==> config.mk <==
export PLATFORM = sky130hd
export DESIGN_NAME = bram_rd_arbiter
export DESIGN_NICKNAME = d
export VERILOG_FILES = /design/src/rtl/bram_rd_pkg.sv /design/src/rtl/bram_rr_arb2.sv /design/src/rtl/bram_rd_arbiter.sv
export SDC_FILE = /design/constraint.sdc
export NUM_CORES = 1
export LEC_CHECK = 0
export CAP_MARGIN = 10
export CORE_MARGIN = 2
export CORE_UTILIZATION = 41
export CTS_BUF_LIST = sky130_fd_sc_hd__clkbuf_16
export DETAILED_ROUTE_END_ITERATION = 16
export GPL_ROUTABILITY_DRIVEN = 0
export PLACE_DENSITY = 0.79
export SLEW_MARGIN = 20
export SYNTH_ARGS = -nofsm -noshare
export SYNTH_HDL_FRONTEND = slang
export SYNTH_SLANG_ARGS = --single-unit
export TNS_END_PERCENT = 5
==> constraint.sdc <==
create_clock -name i_clk -period 2.3 [get_ports i_clk]
set_input_delay 0.575 -clock i_clk [delete_from_list [all_inputs] [get_ports i_clk]]
set_output_delay 0.575 -clock i_clk [all_outputs]
set_load 0.005 [all_outputs]
==> src/rtl/bram_rd_pkg.sv <==
// Shared widths, timeout counter width and FSM state encoding for the
// two-requester BRAM read arbiter.
package bram_rd_pkg;

    localparam int ADDR_W = 13;
    localparam int DATA_W = 32;
    // Wide enough for the largest supported timeout (255 cycles).
    localparam int CNT_W  = 8;

    typedef enum logic [1:0] {
        IDLE    = 2'd0,
        ISSUE   = 2'd1,
        RELEASE = 2'd2
    } state_t;

    // One-hot strobe vector for the requester selected by idx.
    function automatic logic [1:0] req_onehot(input logic idx);
        return idx ? 2'b10 : 2'b01;
    endfunction

endpackage

==> src/rtl/bram_rr_arb2.sv <==
// Two-way round-robin grant selection. The pointer names the requester that
// wins a tie; it moves to the other requester only when a grant is taken.
module bram_rr_arb2 (
    input  logic       i_clk,
    input  logic       i_rstn,
    input  logic [1:0] i_req,
    input  logic       i_grant_en,
    output logic       o_valid,
    output logic       o_grant_idx
);

    logic ptr_q;
    logic ptr_d;
    logic grant_idx;

    // Pick the single active requester, or the pointer's choice on a tie.
    always_comb begin
        grant_idx = 1'b0;
        unique case (i_req)
            2'b01:   grant_idx = 1'b0;
            2'b10:   grant_idx = 1'b1;
            2'b11:   grant_idx = ptr_q;
            default: grant_idx = 1'b0;
        endcase
    end

    // After serving one requester, the other one is preferred next time.
    always_comb begin
        ptr_d = ptr_q;
        if (i_grant_en && (|i_req)) begin
            ptr_d = ~grant_idx;
        end
    end

    // Pointer register; reset prefers requester 0.
    always_ff @(posedge i_clk or negedge i_rstn) begin
        if (!i_rstn) begin
            ptr_q <= 1'b0;
        end else begin
            ptr_q <= ptr_d;
        end
    end

    assign o_valid     = |i_req;
    assign o_grant_idx = grant_idx;

endmodule

==> src/rtl/bram_rd_arbiter.sv <==
// Arbitrates two level-sensitive read requesters onto one BRAM read port.
// A read is held (trigger and address constant) until the BRAM reports done
// or a timeout expires; a one-cycle trigger-low RELEASE separates reads.
module bram_rd_arbiter
    import bram_rd_pkg::*;
#(
    parameter int TIMEOUT_CYC = 64
) (
    input  logic              i_clk,
    input  logic              i_rstn,
    input  logic              i_req0,
    input  logic              i_req1,
    input  logic [ADDR_W-1:0] i_addr0,
    input  logic [ADDR_W-1:0] i_addr1,
    output logic              o_ack0,
    output logic              o_ack1,
    output logic              o_err0,
    output logic              o_err1,
    output logic [DATA_W-1:0] o_rd_data,
    output logic [ADDR_W-1:0] o_bram_addr,
    output logic              o_bram_trig,
    input  logic [DATA_W-1:0] i_bram_data,
    input  logic              i_bram_done,
    output logic              o_busy
);

    // Counter value at which an ISSUE without done is aborted.
    localparam logic [CNT_W-1:0] CNT_LAST = CNT_W'(TIMEOUT_CYC - 1);

    state_t            state_q;
    logic              gnt_q;
    logic [CNT_W-1:0]  cnt_q;
    logic              trig_q;
    logic [ADDR_W-1:0] addr_q;
    logic [DATA_W-1:0] data_q;
    logic [1:0]        ack_q;
    logic [1:0]        err_q;
    logic              busy_q;

    logic [1:0]        req_vec;
    logic [ADDR_W-1:0] addr_vec [2];
    logic              arb_valid;
    logic              arb_idx;
    logic              grant_en;

    // Gather per-requester inputs into vectors for indexed selection.
    assign req_vec     = {i_req1, i_req0};
    assign addr_vec[0] = i_addr0;
    assign addr_vec[1] = i_addr1;

    // Grants are only taken from IDLE, so a request still high while in
    // RELEASE is not re-granted until the trigger has been low for a cycle.
    assign grant_en = (state_q == IDLE);

    bram_rr_arb2 u_arb (
        .i_clk       (i_clk),
        .i_rstn      (i_rstn),
        .i_req       (req_vec),
        .i_grant_en  (grant_en),
        .o_valid     (arb_valid),
        .o_grant_idx (arb_idx)
    );

    // Read-cycle FSM; all outputs are registered and reset asynchronously so
    // the trigger drops the instant reset is applied.
    always_ff @(posedge i_clk or negedge i_rstn) begin
        if (!i_rstn) begin
            state_q <= IDLE;
            gnt_q   <= 1'b0;
            cnt_q   <= '0;
            trig_q  <= 1'b0;
            addr_q  <= '0;
            data_q  <= '0;
            ack_q   <= '0;
            err_q   <= '0;
            busy_q  <= 1'b0;
        end else begin
            ack_q <= '0;
            err_q <= '0;
            unique case (state_q)
                IDLE: begin
                    // i_bram_done is deliberately not looked at here.
                    if (arb_valid && grant_en) begin
                        gnt_q   <= arb_idx;
                        addr_q  <= addr_vec[arb_idx];
                        trig_q  <= 1'b1;
                        cnt_q   <= '0;
                        busy_q  <= 1'b1;
                        state_q <= ISSUE;
                    end
                end
                ISSUE: begin
                    // Done wins over a timeout landing on the same cycle; a
                    // dropped request does not cancel the read in flight.
                    if (i_bram_done) begin
                        data_q  <= i_bram_data;
                        ack_q   <= req_onehot(gnt_q);
                        trig_q  <= 1'b0;
                        state_q <= RELEASE;
                    end else if (cnt_q == CNT_LAST) begin
                        data_q  <= '0;
                        ack_q   <= req_onehot(gnt_q);
                        err_q   <= req_onehot(gnt_q);
                        trig_q  <= 1'b0;
                        state_q <= RELEASE;
                    end else begin
                        cnt_q <= cnt_q + 1'b1;
                    end
                end
                RELEASE: begin
                    busy_q  <= 1'b0;
                    state_q <= IDLE;
                end
                default: begin
                    trig_q  <= 1'b0;
                    busy_q  <= 1'b0;
                    state_q <= IDLE;
                end
            endcase
        end
    end

    assign o_ack0      = ack_q[0];
    assign o_ack1      = ack_q[1];
    assign o_err0      = err_q[0];
    assign o_err1      = err_q[1];
    assign o_rd_data   = data_q;
    assign o_bram_addr = addr_q;
    assign o_bram_trig = trig_q;
    assign o_busy      = busy_q;

endmodule

==> metrics.txt <==
diodes inserted 0; cell taking the most area after synthesis dfrtp_1; top-area cell type share of the netlist area 62.41%; Synth cell types 33; Routed wire per std cell 16.29 µm; final slew viol count 0; Max clock buf depth 2; fill count 426; worst-margin pin slew 0.8210 ns; Finish-stage setup viols 0; Syn Std Cell Area 2526 µm²; Critical Path Start Type input pin; largest net degree at the start of global routing 33; vias in the first global route 2113; Leak Pwr 1.760 nW; I/O pin total 114; crit share post-route 88.84%; CP max-delay cell and2_0; root buffer cell clkbuf_16; Clock Sinks 63; # nets final 387; minimum clock period 2.043 ns; CTS H-Tree Depth 3; Port Buffers 113; sequential area share after synthesis 62.41%; CP Cell Sequence clkdlybuf4s50_1 > inv_1 > o21ai_0 > and2_0 > a221o_1; highest net fanout along the worst path 14; Pre-Repair DR Iteration Count 5; # Max-Cap Violations 0; PwrDens 1236 nW/µm²; area delta synth->final 58.84%; multi-input logic area 865.8 µm²; CTS resizes 0; commonest cells in the netlist dfrtp_1, a22o_1, and2_0, a221o_1, nor2_1; cts bufs inserted 9; Die H 82.50 µm; Worst path max stage delay 0.70 ns; Tot GR Track Use 20.19%; Fin. Hold Viols 0; Area contributors post-synth dfrtp_1, a22o_1, a221o_1; EDFF count, synth 0; type of the worst setup path input pin to register; Synth Net Count 266; Syn Area/Cell 12.51 µm²; Synth Instances 202; clock skew 0.005489 ns; share of cells above drive strength 1 7.645%; clk slew on worst S/H paths 0.05 ns; worst rel slew slack 45.24%; DR vias/cell 5.224; clk_lat worst skew 0.32 ns; setup TNS 0 ns; Pwr Total 0.004961 W; Final HPWL DP 4713 µm; status finished clean; Worst setup EP type register; GRT overflow 0; vias after detailed routing 2100; HP Class input pin to async pin; initial antenna violation count 0; Synth async-reset ratio 100.0%; DIE AREA 6805 µm²; Max Clk Rate 489.4 MHz; DIE WIDTH 82.50 µm; synth warn 0; Post-CTS Setup Inserts 0; final hold slack 0.2689 ns; first-pass GRT wire length 10200 µm; number of hold buffers added after cts 0; Starting Density 42.67%; Final ANT Viol Nets 0; WL final 6548 µm; worst endpoint required time 2.55 ns; num rows 28; DRC 0; Core Area 5921 µm²; top_reg_cell synth dfrtp_1; CTS tree yes; most common cell in the netlist dfrtp_1; RSZ-0062 raised after global routing false; Starting DRT DRC Count 161; sequential standard cell area 1577 µm²; post-layout util 67.77%; WP data arrival 2.30 ns; Peak VDD IR 0.7082 mV; #FFs+latches synth 63
-- power by group --
group	switching [W]	leakage (nW)	internal, W
Clock	0.000439	0.127	0.000706
Sequential	0.000278	0.793	0.00156
Combinational	0.000720	0.840	0.00125
Total	0.00144	1.76	0.00352
-- layer usage --
metal	vias up	GRT usage, %	routed length [µm]
li1	995	-	-
met1	1020	26.52	2766
met2	76	32.66	3344
met3	9	5.326	355
met4	0	6.721	81
met5	-	0	0
-- placed cells by master, fill, tap and decap left out --
| cell | instances |
|---|---|
| nor4_1 | 2 |
| ha_1 | 1 |
| a31oi_1 | 1 |
| nor2b_1 | 1 |
| or2b_1 | 1 |
| buf_4 | 10 |
| and3_1 | 2 |
| clkinv_2 | 1 |
| nand3_1 | 3 |
| nor4b_2 | 1 |
| a21oi_1 | 1 |
| a221o_1 | 13 |
| clkbuf_16 | 9 |
| o31ai_1 | 6 |
| dfrtp_1 | 63 |
| inv_1 | 7 |
| a22o_1 | 32 |
| clkinv_1 | 1 |
| nor3_1 | 4 |
| nand2_1 | 7 |
| and2_0 | 14 |
| nor2_1 | 11 |
| nand3b_1 | 2 |
| or3b_1 | 1 |
| buf_2 | 1 |
| a211o_1 | 1 |
| clkinvlp_4 | 2 |
| clkdlybuf4s50_1 | 112 |
| o211ai_1 | 1 |
| o21ai_0 | 7 |
| or3_1 | 1 |
| o31a_1 | 1 |
| o41ai_1 | 1 |
| a21o_1 | 3 |
| o21ai_2 | 1 |
| and2_1 | 2 |
-- stage by stage --
step | instance area (µm²) | setup WS (ns) | instances
final | 4013 | 0.2566 | 402
after CTS | 4013 | 0.2761 | 402
after global routing | 4013 | 0.08889 | 402
after detailed placement | 3756 | -0.01874 | 387
after floorplan | 2526 | 0.5165 | 202
after global placement | 3756 | 0.04015 | 387
-- cell type report --
cell class	count	area share [%]
flip-flops and latches	63	39.29
repair buffers	123	29.93
multi-input cells	121	21.58
clock buffers	9	5.613
well taps	75	2.339
clock inverters	6	0.7795
inverters	5	0.4677
-- path summary, 6_finish.rpt --
| kind | from | to | slack (ns) | cells after the start |
|---|---|---|---|---|
| worst min-delay path | i_rstn | o_rd_data[17]$_DFFE_PN0P_ | 0.27 | 1 |
| max in group asynchronous | i_rstn | state_q[1]$_DFFE_PN0P_ | 1.34 | 2 |
| worst min register to register | u_arb.ptr_q$_DFFE_PN0P_ | u_arb.ptr_q$_DFFE_PN0P_ | 0.47 | 1 |
| worst max-delay path | i_req0 | o_bram_addr[12]$_DFFE_PN0P_ | 0.26 | 5 |
| min in group i_clk | u_arb.ptr_q$_DFFE_PN0P_ | u_arb.ptr_q$_DFFE_PN0P_ | 0.47 | 1 |
| worst max register to register | cnt_q[0]$_DFFE_PN0P_ | o_rd_data[19]$_DFFE_PN0P_ | 0.38 | 6 |
-- flip-flops by register name, summed over array words and instances (netlist names) --
signal       cells
err_q            2
cnt_q            8
o_busy           1
o_bram_trig      1
state_q          2
ack_q            2
o_rd_data       32
o_bram_addr     13
gnt_q            1
u_arb.ptr_q      1
-- cells by family after synthesis --
kind of cell / after synthesis / synth area share [%]
flip-flops: 63 / 62.41
adder cells (fa/ha/maj): 1 / 0.4952
AO/OA/AOI/OAI: 68 / 22.29
buffers and inverters: 18 / 3.467
AND/OR/NAND/NOR: 52 / 11.34
-- critical path: cells and delay by family --
kind / cells / cell delay [ns]
and+or+nand+nor: 1 / 0.70
buffers and inverters: 2 / 0.53
AOI/OAI and AO/OA: 2 / 0.48
No activity file was read; power rests on OpenSTA's default activity.
